--- src/rtl/emif_amm_traffic_master.sv ---
// Avalon-MM traffic master for EMIF bring-up: writes an address-derived
// pattern over a range of bursts, then reads it back and checks every beat.
module emif_amm_traffic_master #(
    parameter int ADDR_W     = 28,
    parameter int DATA_W     = 576,
    parameter int BE_W       = 72,
    parameter int BURST_W    = 7,
    parameter int BURST_LEN  = 4,
    parameter int MAX_RD_OUT = 8
) (
    input  logic               emif_usr_clk,
    input  logic               emif_usr_reset_n,
    input  logic               local_cal_success,
    input  logic               start,
    input  logic [ADDR_W-1:0]  base_addr,
    input  logic [15:0]        num_bursts,
    input  logic [31:0]        seed,
    output logic               busy,
    output logic               done,
    output logic               pass,
    output logic [15:0]        err_count,
    output logic [ADDR_W-1:0]  first_err_addr,
    output logic               proto_err,
    input  logic               amm_ready,
    output logic               amm_read,
    output logic               amm_write,
    output logic [ADDR_W-1:0]  amm_address,
    output logic [BURST_W-1:0] amm_burstcount,
    output logic [DATA_W-1:0]  amm_writedata,
    output logic [BE_W-1:0]    amm_byteenable,
    input  logic [DATA_W-1:0]  amm_readdata,
    input  logic               amm_readdatavalid
);

    localparam int LANES = DATA_W / 32;
    localparam int OW    = $clog2(MAX_RD_OUT + 1);
    localparam logic [ADDR_W-1:0]  STEP      = ADDR_W'(BURST_LEN);
    localparam logic [BURST_W-1:0] LAST_BEAT = BURST_W'(BURST_LEN - 1);

    typedef enum logic [2:0] {IDLE, WRITE, READ, DRAIN, DONE} state_t;

    state_t state_q, state_d;

    logic [ADDR_W-1:0]  wr_addr_q, wr_word_q, rd_addr_q, ret_addr_q;
    logic [ADDR_W-1:0]  cmp_addr_q, first_q;
    logic [BURST_W-1:0] wr_beat_q, ret_beat_q;
    logic [15:0]        nb_q, wr_burst_q, rd_cnt_q, err_q;
    logic [31:0]        seed_q;
    logic [OW-1:0]      outst_q;
    logic               cmp_vld_q, cmp_mis_q;
    logic               done_q, pass_q, proto_q;

    logic in_busy, go, wr_acc, rd_acc;
    logic rdv_ok, rdv_bad, ret_last, wr_last, rd_last;

    function automatic logic [DATA_W-1:0] pattern(
        input logic [ADDR_W-1:0] a,
        input logic [31:0]       s
    );
        logic [DATA_W-1:0] p;
        p = '0;
        for (int k = 0; k < LANES; k++) begin
            p[k*32 +: 32] = (32'(a) + 32'(k) * 32'h0101_0101) ^ s;
        end
        return p;
    endfunction

    assign in_busy  = state_q inside {WRITE, READ, DRAIN};
    assign go       = (state_q == IDLE) && start && local_cal_success;
    assign wr_acc   = amm_write && amm_ready;
    assign rd_acc   = amm_read && amm_ready;
    assign rdv_ok   = in_busy && amm_readdatavalid && (outst_q != '0);
    assign rdv_bad  = in_busy && amm_readdatavalid && (outst_q == '0);
    assign ret_last = rdv_ok && (ret_beat_q == LAST_BEAT);
    assign wr_last  = wr_acc && (wr_beat_q == LAST_BEAT)
                      && (wr_burst_q == nb_q - 16'd1);
    assign rd_last  = rd_acc && (rd_cnt_q == nb_q - 16'd1);

    always_ff @(posedge emif_usr_clk or negedge emif_usr_reset_n) begin
        if (!emif_usr_reset_n) state_q <= IDLE;
        else                   state_q <= state_d;
    end

    always_comb begin
        state_d       = state_q;
        amm_write     = 1'b0;
        amm_read      = 1'b0;
        amm_address   = '0;
        amm_writedata = '0;
        unique case (state_q)
            IDLE: begin
                if (go) state_d = (num_bursts == '0) ? DONE : WRITE;
            end
            WRITE: begin
                amm_write     = 1'b1;
                amm_address   = wr_addr_q;
                amm_writedata = pattern(wr_word_q, seed_q);
                if (wr_last) state_d = READ;
            end
            READ: begin
                amm_read    = outst_q < OW'(MAX_RD_OUT);
                amm_address = rd_addr_q;
                if (rd_last) state_d = DRAIN;
            end
            DRAIN: begin
                // wait for the last compare to land in err_count too
                if (outst_q == '0 && !cmp_vld_q) state_d = DONE;
            end
            DONE:    state_d = IDLE;
            default: state_d = IDLE;
        endcase
    end

    always_ff @(posedge emif_usr_clk or negedge emif_usr_reset_n) begin
        if (!emif_usr_reset_n) begin
            wr_addr_q  <= '0;
            wr_word_q  <= '0;
            rd_addr_q  <= '0;
            ret_addr_q <= '0;
            cmp_addr_q <= '0;
            first_q    <= '0;
            wr_beat_q  <= '0;
            ret_beat_q <= '0;
            nb_q       <= '0;
            wr_burst_q <= '0;
            rd_cnt_q   <= '0;
            err_q      <= '0;
            seed_q     <= '0;
            outst_q    <= '0;
            cmp_vld_q  <= 1'b0;
            cmp_mis_q  <= 1'b0;
            done_q     <= 1'b0;
            pass_q     <= 1'b0;
            proto_q    <= 1'b0;
        end else begin
            cmp_vld_q <= rdv_ok;
            if (rdv_ok) begin
                cmp_mis_q  <= amm_readdata != pattern(ret_addr_q, seed_q);
                cmp_addr_q <= ret_addr_q;
                ret_addr_q <= ret_addr_q + ADDR_W'(1);
                ret_beat_q <= ret_last ? '0 : ret_beat_q + BURST_W'(1);
            end
            if (cmp_vld_q && cmp_mis_q) begin
                if (err_q == '0) first_q <= cmp_addr_q;
                if (err_q != '1) err_q <= err_q + 16'd1;
            end
            if (rdv_bad) proto_q <= 1'b1;
            if (wr_acc) begin
                wr_word_q <= wr_word_q + ADDR_W'(1);
                if (wr_beat_q == LAST_BEAT) begin
                    wr_beat_q  <= '0;
                    wr_addr_q  <= wr_addr_q + STEP;
                    wr_burst_q <= wr_burst_q + 16'd1;
                end else begin
                    wr_beat_q <= wr_beat_q + BURST_W'(1);
                end
            end
            if (rd_acc) begin
                rd_addr_q <= rd_addr_q + STEP;
                rd_cnt_q  <= rd_cnt_q + 16'd1;
            end
            unique case ({rd_acc, ret_last})
                2'b10:   outst_q <= outst_q + OW'(1);
                2'b01:   outst_q <= outst_q - OW'(1);
                default: outst_q <= outst_q;
            endcase
            if (state_q == DRAIN && state_d == DONE) begin
                done_q <= 1'b1;
                pass_q <= (err_q == '0) && !proto_q && !rdv_bad;
            end
            if (go) begin
                wr_addr_q  <= base_addr;
                wr_word_q  <= base_addr;
                rd_addr_q  <= base_addr;
                ret_addr_q <= base_addr;
                nb_q       <= num_bursts;
                seed_q     <= seed;
                wr_beat_q  <= '0;
                ret_beat_q <= '0;
                wr_burst_q <= '0;
                rd_cnt_q   <= '0;
                outst_q    <= '0;
                cmp_vld_q  <= 1'b0;
                err_q      <= '0;
                first_q    <= '0;
                proto_q    <= 1'b0;
                done_q     <= (num_bursts == '0);
                pass_q     <= (num_bursts == '0);
            end
        end
    end

    assign busy           = in_busy;
    assign done           = done_q;
    assign pass           = pass_q;
    assign err_count      = err_q;
    assign first_err_addr = first_q;
    assign proto_err      = proto_q;
    assign amm_burstcount = BURST_W'(BURST_LEN);
    assign amm_byteenable = '1;

endmodule

--- config.mk ---
export PLATFORM = sky130hd
export DESIGN_NAME = emif_amm_traffic_master
export DESIGN_NICKNAME = d
export VERILOG_FILES = /design/src/rtl/emif_amm_traffic_master.sv
export SDC_FILE = /design/constraint.sdc
export NUM_CORES = 2
export LEC_CHECK = 0
export ABC_AREA = 1
export BUFFER_PORTS_ARGS = -buffer_cell sky130_fd_sc_hd__buf_4
export CORE_AREA = 2 2 541 543
export CTS_BUF_LIST = sky130_fd_sc_hd__clkbuf_4 sky130_fd_sc_hd__clkbuf_8 sky130_fd_sc_hd__clkbuf_16
export DETAILED_ROUTE_END_ITERATION = 16
export DIE_AREA = 0 0 543 545
export PLACE_DENSITY = 0.35
export SYNTH_ARGS = -nofsm -noshare
export SYNTH_HDL_FRONTEND = slang
export SYNTH_SLANG_ARGS = --single-unit
--- constraint.sdc ---
create_clock -name emif_usr_clk -period 6.5 [get_ports emif_usr_clk]
set_clock_uncertainty 0.2 [all_clocks]
set_input_delay 0.65 -clock emif_usr_clk [delete_from_list [all_inputs] [get_ports emif_usr_clk]]
set_output_delay 0.65 -clock emif_usr_clk [all_outputs]
set_load 0.1 [all_outputs]
**Word-level counts from Yosys, hierarchy flattened**

Cells that the tools add are included.

- Add/sub/neg operators: 46
- $lt $le $gt $ge: 1
- Eq/ne operators: 12
- Mux-type cells: 45
- Bitwise logic cells: 36
- Reduce and logical (&&, ||, !) cells: 38

Operator list:

| cell | number |
|---|---|
| XOR 29 x 32 -> 32 bit | 30 |
| two-way mux 576 bit | 1 |
| inequality test 576 bit | 1 |
| adder 28 x 28 -> 29 bit, second input constant | 16 |
| two-way mux 28 bit | 12 |
| adder 28 x 27 -> 29 bit, second input constant | 8 |
| two-way mux 16 bit | 8 |
| XOR 30 x 32 -> 32 bit | 4 |
| adder 28 x 29 -> 30 bit, second input constant | 4 |
| adder 28 x 26 -> 29 bit, second input constant | 4 |
| XOR 28 x 32 -> 32 bit | 2 |
| adder 28 x 25 -> 29 bit, second input constant | 2 |
| adder 28 x 1 -> 28 bit, second input constant | 2 |
| adder 28 x 3 -> 28 bit, second input constant | 2 |
| case mux 28 bit (2 select lines) | 1 |
| adder 16 x 1 -> 16 bit, second input constant | 3 |
| two-way mux 7 bit | 6 |
| == test 16 bit | 2 |
| zero test 16 bit | 2 |
| nonzero test 2 bit | 9 |
| logical AND 1 bit | 16 |
| inequality test 16 bit, second input constant | 1 |
| subtractor 16 x 1 -> 16 bit, second input constant | 1 |
| two-way mux 3 bit | 5 |
| other kinds (20) | 36 |

- Register bits: 290
- Input bits: 658
- Output and inout port bits: 733

**Logic depth before layout (Yosys ltp)**

- Depth after elaboration: 11
- Gate-level depth with buffers: 24
- Gate-level depth less buffers: 23

**Least setup slack after synthesis**

Ideal clock, no wire load.

- Kind: reg2out
- Start point: register seed_q[3]
- End point: output port amm_writedata[67]
- Data arrival time: 4.686 ns
- Required time: 5.650 ns
- Slack: 0.964 ns
- Cell stages (with the launch flop): 9
- Buffers on the path: 1
- Path through: dfrtp_1 > clkbuf_1 > inv_1 > nand2_1 > nand2_1 > inv_1 > nor2_1 > inv_1 > o21ai_0

- Longest elaborated chain between the ends: 2

Ends and longest elaborated chain:

| item | RTL line | text |
|---|---|---|
| start, declared | 48 | `logic [31:0] seed_q;` |
| start signal, assigned | 128 | `seed_q <= '0;` |
| start signal, assigned | 177 | `seed_q <= seed;` |
| XOR 29 x 32 -> 32 bit | 63 | `p[k*32 +: 32] = (32'(a) + 32'(k) * 32'h0101_0101) ^ s;` |
| two-way mux 576 bit | 90 | `unique case (state_q)` |
| end, declared | 29 | `output logic [DATA_W-1:0] amm_writedata,` |

No other way between the ends.

**Worst setup path after layout**

- Start point: register wr_word_q[5]
- End point: output port amm_writedata[60]

- Longest elaborated chain between the ends: 3

Ends and longest elaborated chain:

| item | RTL line | text |
|---|---|---|
| start, declared | 44 | `logic [ADDR_W-1:0] wr_addr_q, wr_word_q, rd_addr_q, ret_addr_q;` |
| start signal, assigned | 149 | `wr_word_q <= wr_word_q + ADDR_W'(1);` |
| start signal, assigned | 173 | `wr_word_q <= base_addr;` |
| adder 28 x 25 -> 29 bit | 63 |  |
| XOR 29 x 32 -> 32 bit | 63 |  |
| two-way mux 576 bit | 90 |  |

No other way between the ends.

==> results.cfg <==
[synthesis]
synth_edf_count = 0
synth.cell_area_um2 = 48300
syn_inst = 9105
synthArstFlopShare_pct = 100
yosysWarnings = 0
yosysSeqAreaShare_pct = 15.0
synth-seq-cells = 290
synth_cell_types = 68
synthFlopType = dfrtp_1
post_synth.cell_area_avg_um2 = 5.30

[sta]
tns_ns = 0
slew_violations = 0
fin_crit_ns = 6.11
rsz0062_at_grt = no
layout_setup_ws_ns = 0.395
setup_viol = 0
slew_headroom_pct = 13.2
fmax_mhz = 164
whs_ns = 0.0737
fin_crit_sh_pct = 93.9
max_slew.worst_pin.slew_ns = 1.30
hold_viol = 0

[setup_path]
required_ns = 5.65
cp-start-kind = register
critPathCaptureType = output port
path_max_fanout = 16
worstPathArrival_ns = 5.26
crit_type = reg2out

[die]
rows = 198
dieArea_um2 = 296000
pin_count = 1391
core-area_um2 = 290000
die_w_um = 543
start_util_pct = 16.6
fp.dieH_um = 545

[global_routing]
antenna_found_initial = 60
grt_util_all_layers_pct = 30.4
grt-ovfl-total = 0
grt_max_degree = 168
grt_pass1_wl_mm = 605
grt_pass1_vias = 62300

[layout]
area_delta_synth_final_pct = 32.2
fillCellCount = 33900
most-common-layout-cells = nand2_1, buf_4, nor2_1
mostFrequentLayoutCell = nand2_1
fin_cells = 14200
drive_above_1_share_pct = 17.1
fin_nets = 10900

[flow_run]
maxCapViolCount = 0

[clock_tree]
clock_path_buffers = 3
clkLatencyLatePin_ns = 0.60
ctsHtreeMaxLevel = 2
cts_buffers = 37
cts_sinks = 290
cts_tree = yes
clk_pin_slew_ns = 0.06
clock-root-buffer = clkbuf_16

[route]
viasPerCell = 4.94
ant_nets = 0
wl_per_cell_um = 33.4
drt_first_pass_iters = 7
totalWireLength_mm = 474
drt_iter0_markers = 9358
drcViolationCount = 0
vias = 70000

[placed_design]
place_hpwl_mm = 407
port_buffers = 1311
place.gp.congestion = 1.08
pre_cts_ws_ns = 0.786
dp_cells = 14100

[worst_hold_path]
hold_path_class = in2reg

[outcome]
status = complete, no violations
[flip-flops by register name, summed over array words and instances, names as in the netlist, 4 cells and up]
signal          flops
wr_addr_q          28
outst_q             4
cmp_addr_q         28
ret_addr_q         28
rd_cnt_q           16
first_err_addr     28
wr_word_q          28
seed_q             32
wr_beat_q           7
rd_addr_q          28
err_count          16
nb_q               16
ret_beat_q          7
wr_burst_q         16
[worst paths after layout]
check                      slack, ns                 to  cells after the start              from
max reg2reg                     0.46          cmp_mis_q                     14    ret_addr_q[19]
min reg2reg                     0.29      wr_addr_q[26]                      2     wr_addr_q[26]
max in group asynchronous       4.08     ret_addr_q[11]                      3  emif_usr_reset_n
max                             0.39  amm_writedata[60]                     18      wr_word_q[5]
min                             0.07         seed_q[29]                      3          seed[29]
min in group asynchronous       0.51            nb_q[9]                      2  emif_usr_reset_n
[metal layers]
metal	vias to the layer above	track usage [%]	routed length, um
li1	31100	-	-
met1	34300	43.0	215000
met2	4026	44.3	195000
met3	533	6.20	41600
met4	38	12.3	22300
met5	-	0	249
[critical path, cell delays in order (launching register included)]
cell and delay (ns):
dfrtp_1 0.49, ha_1 0.41, inv_1 0.33, nor2_2 0.28, inv_2 0.18, nor2_1 0.13
inv_1 0.11, a21oi_2 0.24, inv_1 0.12, nor2_1 0.17, inv_1 0.07, nor2_2 0.18
nor2_1 0.08, nor2_1 0.83, inv_1 0.18, o21ai_1 0.22, xor2_1 0.12, nor2_1 0.17
buf_4 0.34
[Yosys cell counts, types with 7 or more instances]
cell,count,area [um^2]
o21ai_0,607,3040
o221ai_1,8,70.1
inv_1,1068,4010
inv_2,28,105
buf_2,89,445
nand2_2,22,138
clkinv_1,18,67.6
xnor2_1,105,920
or2_2,16,100
clkbuf_1,217,815
a22oi_1,11,82.6
a21oi_1,556,2780
nor4_1,17,106
nand3_1,680,3400
o22ai_1,39,244
nand2_1,2838,10700
nor2_2,20,125
o31ai_1,11,82.6
dfrtp_1,290,7260
a21o_1,15,113
a31oi_1,84,526
o21a_1,9,67.6
a211oi_1,8,60.1
xor2_1,334,2930
ha_1,44,551
o21ai_1,35,175
o211ai_1,20,150
nand4_1,109,682
buf_4,200,1500
o21bai_1,7,52.6
nand3b_1,97,728
nor2_1,1169,4390
nor3_1,250,1250
buf_1,23,86.3
[cell type report]
| class | count | area, um^2 | area share, % |
|---|---|---|---|
| Antenna cell | 25 | 62.6 | 0.0980 |
| Sequential cell | 290 | 7260 | 11.4 |
| Clock inverter | 12 | 121 | 0.190 |
| Timing Repair Buffer | 1548 | 11700 | 18.3 |
| Inverter | 1114 | 4200 | 6.57 |
| Tap cell | 3900 | 4880 | 7.64 |
| Clock buffer | 55 | 1140 | 1.79 |
| Multi-Input combinational cell | 7246 | 34500 | 54.0 |
[logic make-up (layout without fill, tap and decap cells)]
family | after synthesis | in the layout | share of synthesized area (%)
AOI/OAI and AO/OA | 1439 | 1439 | 16.0
xor gates and xnor gates | 441 | 441 | 8.05
adders and majority gates | 45 | 45 | 1.18
buffers and inverters | 1646 | 2729 | 14.6
DFF | 290 | 290 | 15.0
other | 2 | 104 | 0.0155
and+or+nand+nor | 5242 | 5242 | 45.2
[metrics by stage]
stage          util (%)  instance area [um^2]
2_1_floorplan         -                 48600
3_3_place_gp       21.5                 62500
3_5_place_dp       21.5                 62500
4_1_cts            22.0                 63800
5_1_grt            22.0                 63800
6_report           22.0                 63800
[repair_timing]
item | CTS | global route
hold buffers | 1 | 0
endpoints found under the hold margin | 86 | 0
setup buffers | 0 | 0
resized for setup | 0 | 0
Power is not shown: default switching activity piles up to over one toggle a cycle in this logic, so the estimate is an artifact.
